`config.mk`:
```
export PLATFORM = sky130hd
export DESIGN_NAME = aes_rcon_sequencer
export DESIGN_NICKNAME = d
export VERILOG_FILES = /design/src/rtl/aes_rcon_sequencer.sv
export SDC_FILE = /design/constraint.sdc
export NUM_CORES = 1
export LEC_CHECK = 0
export BUFFER_PORTS_ARGS = -buffer_cell sky130_fd_sc_hd__buf_2
export CAP_MARGIN = 0
export CORE_ASPECT_RATIO = 1.5
export CORE_MARGIN = 2
export CORE_UTILIZATION = 44
export DETAILED_ROUTE_END_ITERATION = 10
export MAX_ROUTING_LAYER = met4
export PLACE_DENSITY = 0.75
export SKIP_LAST_GASP = 1
export SLEW_MARGIN = 20
export SYNTH_ARGS = -nofsm -noshare
export SYNTH_HDL_FRONTEND = slang
export SYNTH_SLANG_ARGS = --single-unit
```
`constraint.sdc`:
```
create_clock -name clk -period 2.6 [get_ports clk]
set_input_delay 0.26 -clock clk [delete_from_list [all_inputs] [get_ports clk]]
set_output_delay 0.26 -clock clk [all_outputs]
set_load 0.01 [all_outputs]
```
`src/rtl/aes_rcon_sequencer.sv`:
```
// Sequences AES key-expansion word steps (forward or inverse) and drives the
// masked rcon generator's init/update/mask/direction/key-size controls.
module aes_rcon_sequencer #(
   parameter int SUPPORT_256 = 1,
   parameter int IDX_W       = 6
) (
   input  logic             clk,
   input  logic             rst_n,
   input  logic             start_valid,
   output logic             start_ready,
   input  logic             mode_256,
   input  logic             inverse,
   output logic             step_valid,
   input  logic             step_ready,
   output logic [IDX_W-1:0] word_idx,
   output logic             use_rcon,
   output logic             use_sbox,
   output logic             last_word,
   output logic             rcon_init,
   output logic             rcon_update,
   output logic             rcon_mask,
   output logic             rcon_inverse,
   output logic             rcon_mode_256,
   output logic             done
);

   typedef enum logic [1:0] {IDLE, INIT, RUN, DONE} state_t;

   state_t           state, state_nxt;
   logic             mode_q, inv_q;
   logic [IDX_W-1:0] idx_q;
   logic [IDX_W-1:0] nk, top_idx, first_idx, end_idx;
   logic             start_hs, step_hs, is_rcon, is_sbox, is_last;

   assign nk        = mode_q ? IDX_W'(8) : IDX_W'(4);
   assign top_idx   = mode_q ? IDX_W'(59) : IDX_W'(43);
   assign first_idx = inv_q ? top_idx : nk;
   assign end_idx   = inv_q ? nk : top_idx;

   // Nk is a power of two, so "i mod Nk == 0" is a check of the low index bits.
   assign is_rcon = mode_q ? (idx_q[2:0] == 3'd0) : (idx_q[1:0] == 2'd0);
   assign is_sbox = mode_q & (idx_q[2:0] == 3'd4);
   assign is_last = (idx_q == end_idx);

   assign start_hs = (state == IDLE) & start_valid;
   assign step_hs  = (state == RUN) & step_ready;

   always_ff @(posedge clk or negedge rst_n) begin
      if (!rst_n) begin
         state <= IDLE;
      end else begin
         state <= state_nxt;
      end
   end

   always_comb begin
      state_nxt = state;
      case (state)
         IDLE:    if (start_valid) state_nxt = INIT;
         INIT:    state_nxt = RUN;
         RUN:     if (step_ready && is_last) state_nxt = DONE;
         DONE:    state_nxt = IDLE;
         default: state_nxt = IDLE;
      endcase
   end

   // Direction and key size persist after the run so the generator sees
   // stable controls until the next start is accepted.
   always_ff @(posedge clk or negedge rst_n) begin
      if (!rst_n) begin
         mode_q <= 1'b0;
         inv_q  <= 1'b0;
      end else if (start_hs) begin
         mode_q <= (SUPPORT_256 != 0) && mode_256;
         inv_q  <= inverse;
      end
   end

   // The index is not moved past the end word, so it stays inside the
   // schedule's range after the final handshake.
   always_ff @(posedge clk or negedge rst_n) begin
      if (!rst_n) begin
         idx_q <= '0;
      end else if (state == INIT) begin
         idx_q <= first_idx;
      end else if (step_hs && !is_last) begin
         idx_q <= inv_q ? (idx_q - IDX_W'(1)) : (idx_q + IDX_W'(1));
      end
   end

   always_comb begin
      start_ready = (state == IDLE);
      step_valid  = (state == RUN);
      rcon_init   = (state == INIT);
      done        = (state == DONE);
      use_rcon    = (state == RUN) & is_rcon;
      use_sbox    = (state == RUN) & is_sbox;
      last_word   = (state == RUN) & is_last;
      rcon_mask   = (state == RUN) & is_rcon;
      rcon_update = step_hs & is_rcon;
   end

   assign word_idx      = idx_q;
   assign rcon_inverse  = inv_q;
   assign rcon_mode_256 = mode_q;

endmodule

```
== Yosys cells after proc, flatten, opt, wreduce, memory -nomap -nowiden ==
Index checks and enable logic that the tools add are counted.

* $add $sub $neg: 2
* Eq/ne operators: 7
* Reduce and logical (&&, ||, !) cells: 8
* Bitwise operators: 7
* Multiplexer cells: 11

{| class="wikitable"
|+ Operators by type and width
! cell !! count
|-
| 6-bit two-way mux || 5
|-
| 2-bit one-hot mux with 4 select lines || 1
|-
| 1-bit bitwise AND || 7
|-
| 6-bit by 1-bit adder with 6-bit output, second input constant || 1
|-
| 6-bit equality test || 1
|-
| 6-bit by 1-bit subtractor with 6-bit output, second input constant || 1
|-
| 5-bit two-way mux || 1
|-
| 2-bit equality test, second input constant || 2
|-
| 2-bit zero test || 2
|-
| 2-bit two-way mux || 2
|-
| 4-bit two-way mux || 1
|-
| 3-bit equality test, second input constant || 1
|-
| 3-bit zero test || 1
|-
| 2-bit by 1-bit equality test with 1-bit output, second input constant || 1
|-
| 1-bit logical AND || 2
|-
| 2-bit by 1-bit inequality test with 1-bit output, second input constant || 1
|-
| 2-bit inequality test, second input constant || 1
|-
| 2-bit AND reduction || 1
|-
| 2-bit nonzero test || 1
|-
| 1-bit zero test || 1
|-
| 1-bit two-way mux || 1
|}

* Bits in registers: 10
* Output and inout port bits: 17

== Logic depth before layout (Yosys ltp) ==
* Word-level depth: 7
* Gate-level depth with buffers: 8

== Least setup slack after synthesis ==
OpenSTA, ideal clock, no wires.

* Path kind: register -> register
* From: register inv_q, in the netlist rcon_inverse
* To: register idx_q[4], in the netlist word_idx[4]
* Cell stages (with the launch flop): 9
* Required time: 2.518 ns
* Path buffers: 1
* Path slack: 0.434 ns
* Arrival: 2.084 ns
* Setup time: 0.082 ns
* Path through: dfrtp_1 buf_2 inv_1 fa_1 nor2b_1 o21a_1 nor3_1 or4b_1 a31oi_1

* Word-level cells in the longest chain between the ends: 5

{| class="wikitable"
|+ RTL lines
! item !! line !! source
|-
| from (decl) || 30 || <nowiki>logic mode_q, inv_q;</nowiki>
|-
| from (signal assigned) || 75 || <nowiki>inv_q <= inverse;</nowiki>
|-
| 6-bit two-way mux || 38 || <nowiki>assign end_idx = inv_q ? nk : top_idx;</nowiki>
|-
| 6-bit equality test || 43 || <nowiki>assign is_last = (idx_q == end_idx);</nowiki>
|-
| 1-bit zero test || 86 || <nowiki>end else if (step_hs && !is_last) begin</nowiki>
|-
| 1-bit logical AND || 86 ||
|-
| 2-bit nonzero test (no line) || - ||
|-
| to (signal assigned) || 85 || <nowiki>idx_q <= first_idx;</nowiki>
|-
| to (signal assigned) || 87 || <nowiki>idx_q <= inv_q ? (idx_q - IDX_W'(1)) : (idx_q + IDX_W'(1));</nowiki>
|-
| to (decl) || 31 || <nowiki>logic [IDX_W-1:0] idx_q;</nowiki>
|}

Parallel ways exist; a longest one is shown, timed or not. The select of a mux whose other input is x is not followed.
A chain may end at the register's enable or synchronous reset.

== Final worst setup path ==
* From: register inv_q, in the netlist rcon_inverse
* To: output port last_word

* Word-level cells in the longest chain between the ends: 3

{| class="wikitable"
|+ RTL lines
! item !! line !! source
|-
| 6-bit two-way mux || 38 ||
|-
| 6-bit equality test || 43 ||
|-
| 1-bit bitwise AND || 98 || <nowiki>last_word = (state == RUN) & is_last;</nowiki>
|-
| to (decl) || 18 || <nowiki>output logic last_word,</nowiki>
|}

No other way between the ends.

==> reports/results.ini <==
[power]
cellPowerDensity_nw_per_um2=1477
ir_drop_mv=0.7761
leakagePower_nw=0.4952

[global_route]
grt-ovfl-total=0
antenna_found_initial=0
grt_use_total_pct=23.88
grt_pass1_wl_um=3801
grt_pass1_vias=870
grt_start_max_net_pins=16

[setup_path]
startpoint=rcon_inverse$_DFFE_PN0P_
crit_cells=5
path_cells=or3b_2 > a21boi_1 > o21a_4 > and2_1 > buf_2
reg2reg_to=word_idx[4]$_DFFE_PN0P_
crit_end=last_word
r2r_cells=7
crit_family=flip-flops
critPathKind=flip-flop to output pin
crit_arrival_ns=2.12
crit_path_start_kind=flip-flop
cp-end-kind=output pin
path_max_fanout=15
r2r_start=rcon_inverse$_DFFE_PN0P_
required_ns=2.34
path_buf_inv=1
reg2reg_slack_ns=0.30
crit_path_top_delay_cell=dfrtp_1
slowest_delay_ns=0.61

[timing]
fin_crit_ns=2.379
min_period_over_period_pct=91.51
finClkSkew_ns=0.006414
fin_setup_tns_ns=0
worst_pin_slew_ns=0.4317
clock.fmax_mhz=420.3
worst_slack_ns=0.2206
hold_viol=0
relSlewSlack_pct=71.22
drv_slew=0
grt_setup_unrepaired=false
finalSetupViolCount=0

[floorplanning]
coreArea_um2=1854
std_cell_rows=19
die_area_um2=2393
ios=23
floorplan.initialDensity_pct=47.71
die_x_um=40.61
die_y_um=58.92

[routing]
num_vias=897
drt_wl_total_um=2393
avgRoutedWirePerCell_um=16.85
ant_nets=0
firstDrtPassIters=4
viasPerCell=6.317
drc=0
drtIter0Drc=20

[synthesis]
synth_edf_count=0
yosysUniqueCellTypes=44
synth.top_cells.by_count=10 x dfrtp_1, 9 x ha_1, 6 x inv_1, 6 x o21ai_0, 5 x nand2_1
synthFlopType=dfrtp_1
yosysMostFrequentCell=dfrtp_1
avgSynthCellArea_um2=9.312
synthCells=95
synth_top_area_share_pct=28.29
ys_seq_area_share_pct=28.29
post-synth-top-area-cell=dfrtp_1
ys_top_cells_by_area=dfrtp_1 28%, ha_1 13%, o21ai_0 3.4%, a21o_1 2.5%, inv_1 2.5%
synth.net_count=111
async_flop_share_pct=100.0
synth-seq-cells=10
ys.warnings.count=0
synth_area_um2=884.6

[layout]
antenna_cells=0
utilization_pct=57.29
finalNonFillerCells=142
drive_gt1_share_pct=28.10
syn_to_final_growth_pct=20.09
fin_nets=138

[cts]
cts.repair.resized=0
htree_levels=1
clk_latency_ns=0.29
cts_tree=yes
cts_sinks=10
cts-buffers-inserted=3
cts_root_buf=clkbuf_4
path_clk_slew_ns=0.08
cts.path.max_buffers=2

[flow_run]
drv_cap=0

[placed_design]
pre_cts_slack_ns=0.3748
io_buffer_count=22
hpwl_um=1813
place_inst=137
gp_congestion=0.8912

[outcome]
outcome=finished clean

[hold_path]
min_path_type=primary input to flip-flop

-- cells in the final DEF (no fill, tap or decap), types with 2 or more instances in the layout --
master,netlist,final
buf_2,1,22
dfrtp_1,10,10
ha_1,9,9
inv_1,6,6
o21ai_0,6,6
nand2_1,5,5
a21oi_1,3,3
nor2_1,3,3
and2_1,3,3
a21o_1,3,3
nor2b_1,3,3
a31oi_1,3,3
clkbuf_4,0,3
nand3_1,2,2
nand3b_1,2,2
nand2b_1,2,2
or4b_1,2,2
a21boi_1,2,2
mux2_2,2,2
nor3_1,2,2
nand4_1,2,2
-- how the worst min path moves through the flow --
stage / from / to / slack, ns / cells past startpoint
detailed placement: rst_n / state[1]$_DFFE_PN0P_ / 0.14 / 1
global placement: rst_n / state[1]$_DFFE_PN0P_ / 0.14 / 1
finish: inverse / rcon_inverse$_DFFE_PN0P_ / 0.20 / 2
CTS: inverse / rcon_inverse$_DFFE_PN0P_ / 0.21 / 2
floorplan: rst_n / rcon_inverse$_DFFE_PN0P_ / -0.04 / 0
global route: mode_256 / rcon_mode_256$_DFFE_PN0P_ / 0.21 / 2
-- timing repair --
item,in CTS,in global routing
buffers inserted,0,0
hold buffers,1,0
endpoints found under the hold margin,10,0
-- worst reg2reg max path, stage by stage, from the launching register on --
cell and delay, ns:
dfrtp_1 0.61, inv_1 0.18, fa_1 0.40, nor2b_1 0.16
o21a_1 0.14, nor3_1 0.04, or4b_1 0.50, a31oi_1 0.17
-- cell type report --
class	count	area, µm²
Fill cell	170	792.0
Multi-Input combinational cell	77	599.3
Timing Repair Buffer	24	127.6
Inverter	6	22.52
Tap cell	21	26.28
Sequential cell	10	250.2
Clock buffer	4	36.28
-- registers in the layout (all words and copies together), names as in the netlist --
name           flops
word_idx           6
rcon_mode_256      1
state              2
rcon_inverse       1
-- through the flow --
step	cell area (µm²)	hold WS, ns	total power [mW]
2_1_floorplan	884.6	-0.03559	1.099
3_3_place_gp	1016	0.1391	1.375
3_5_place_dp	1016	0.1435	1.403
4_1_cts	1062	0.2060	1.561
5_1_grt	1062	0.2070	1.711
6_report	1062	0.1968	1.569
-- logic make-up (layout without fill, tap and decap cells) --
logic type	count (synthesis)	after routing	share of synthesized area, %
flip-flops	10	10	28.29
AO/OA/AOI/OAI	32	32	27.02
adder cells (fa/ha/maj)	10	10	14.99
AND/OR/NAND/NOR	31	31	20.93
buffers and inverters	8	34	3.960
multiplexers	3	3	3.819
XOR/XNOR	1	1	0.9903
-- metal layers --
layer / part of all wire, % / global-route usage (%)
met5: 0 / -
met4: 3.4 / 13.81
met3: 4.8 / 4.906
met2: 53 / 38.10
met1: 39 / 25.95
-- where the power goes --
part           switching, mW  total (mW)  internal, mW
clock                 0.0711       0.157        0.0854
sequential             0.153       0.394         0.241
combinational          0.547        1.02         0.471
total                  0.772        1.57         0.797
(Power assumes the default switching activity.)
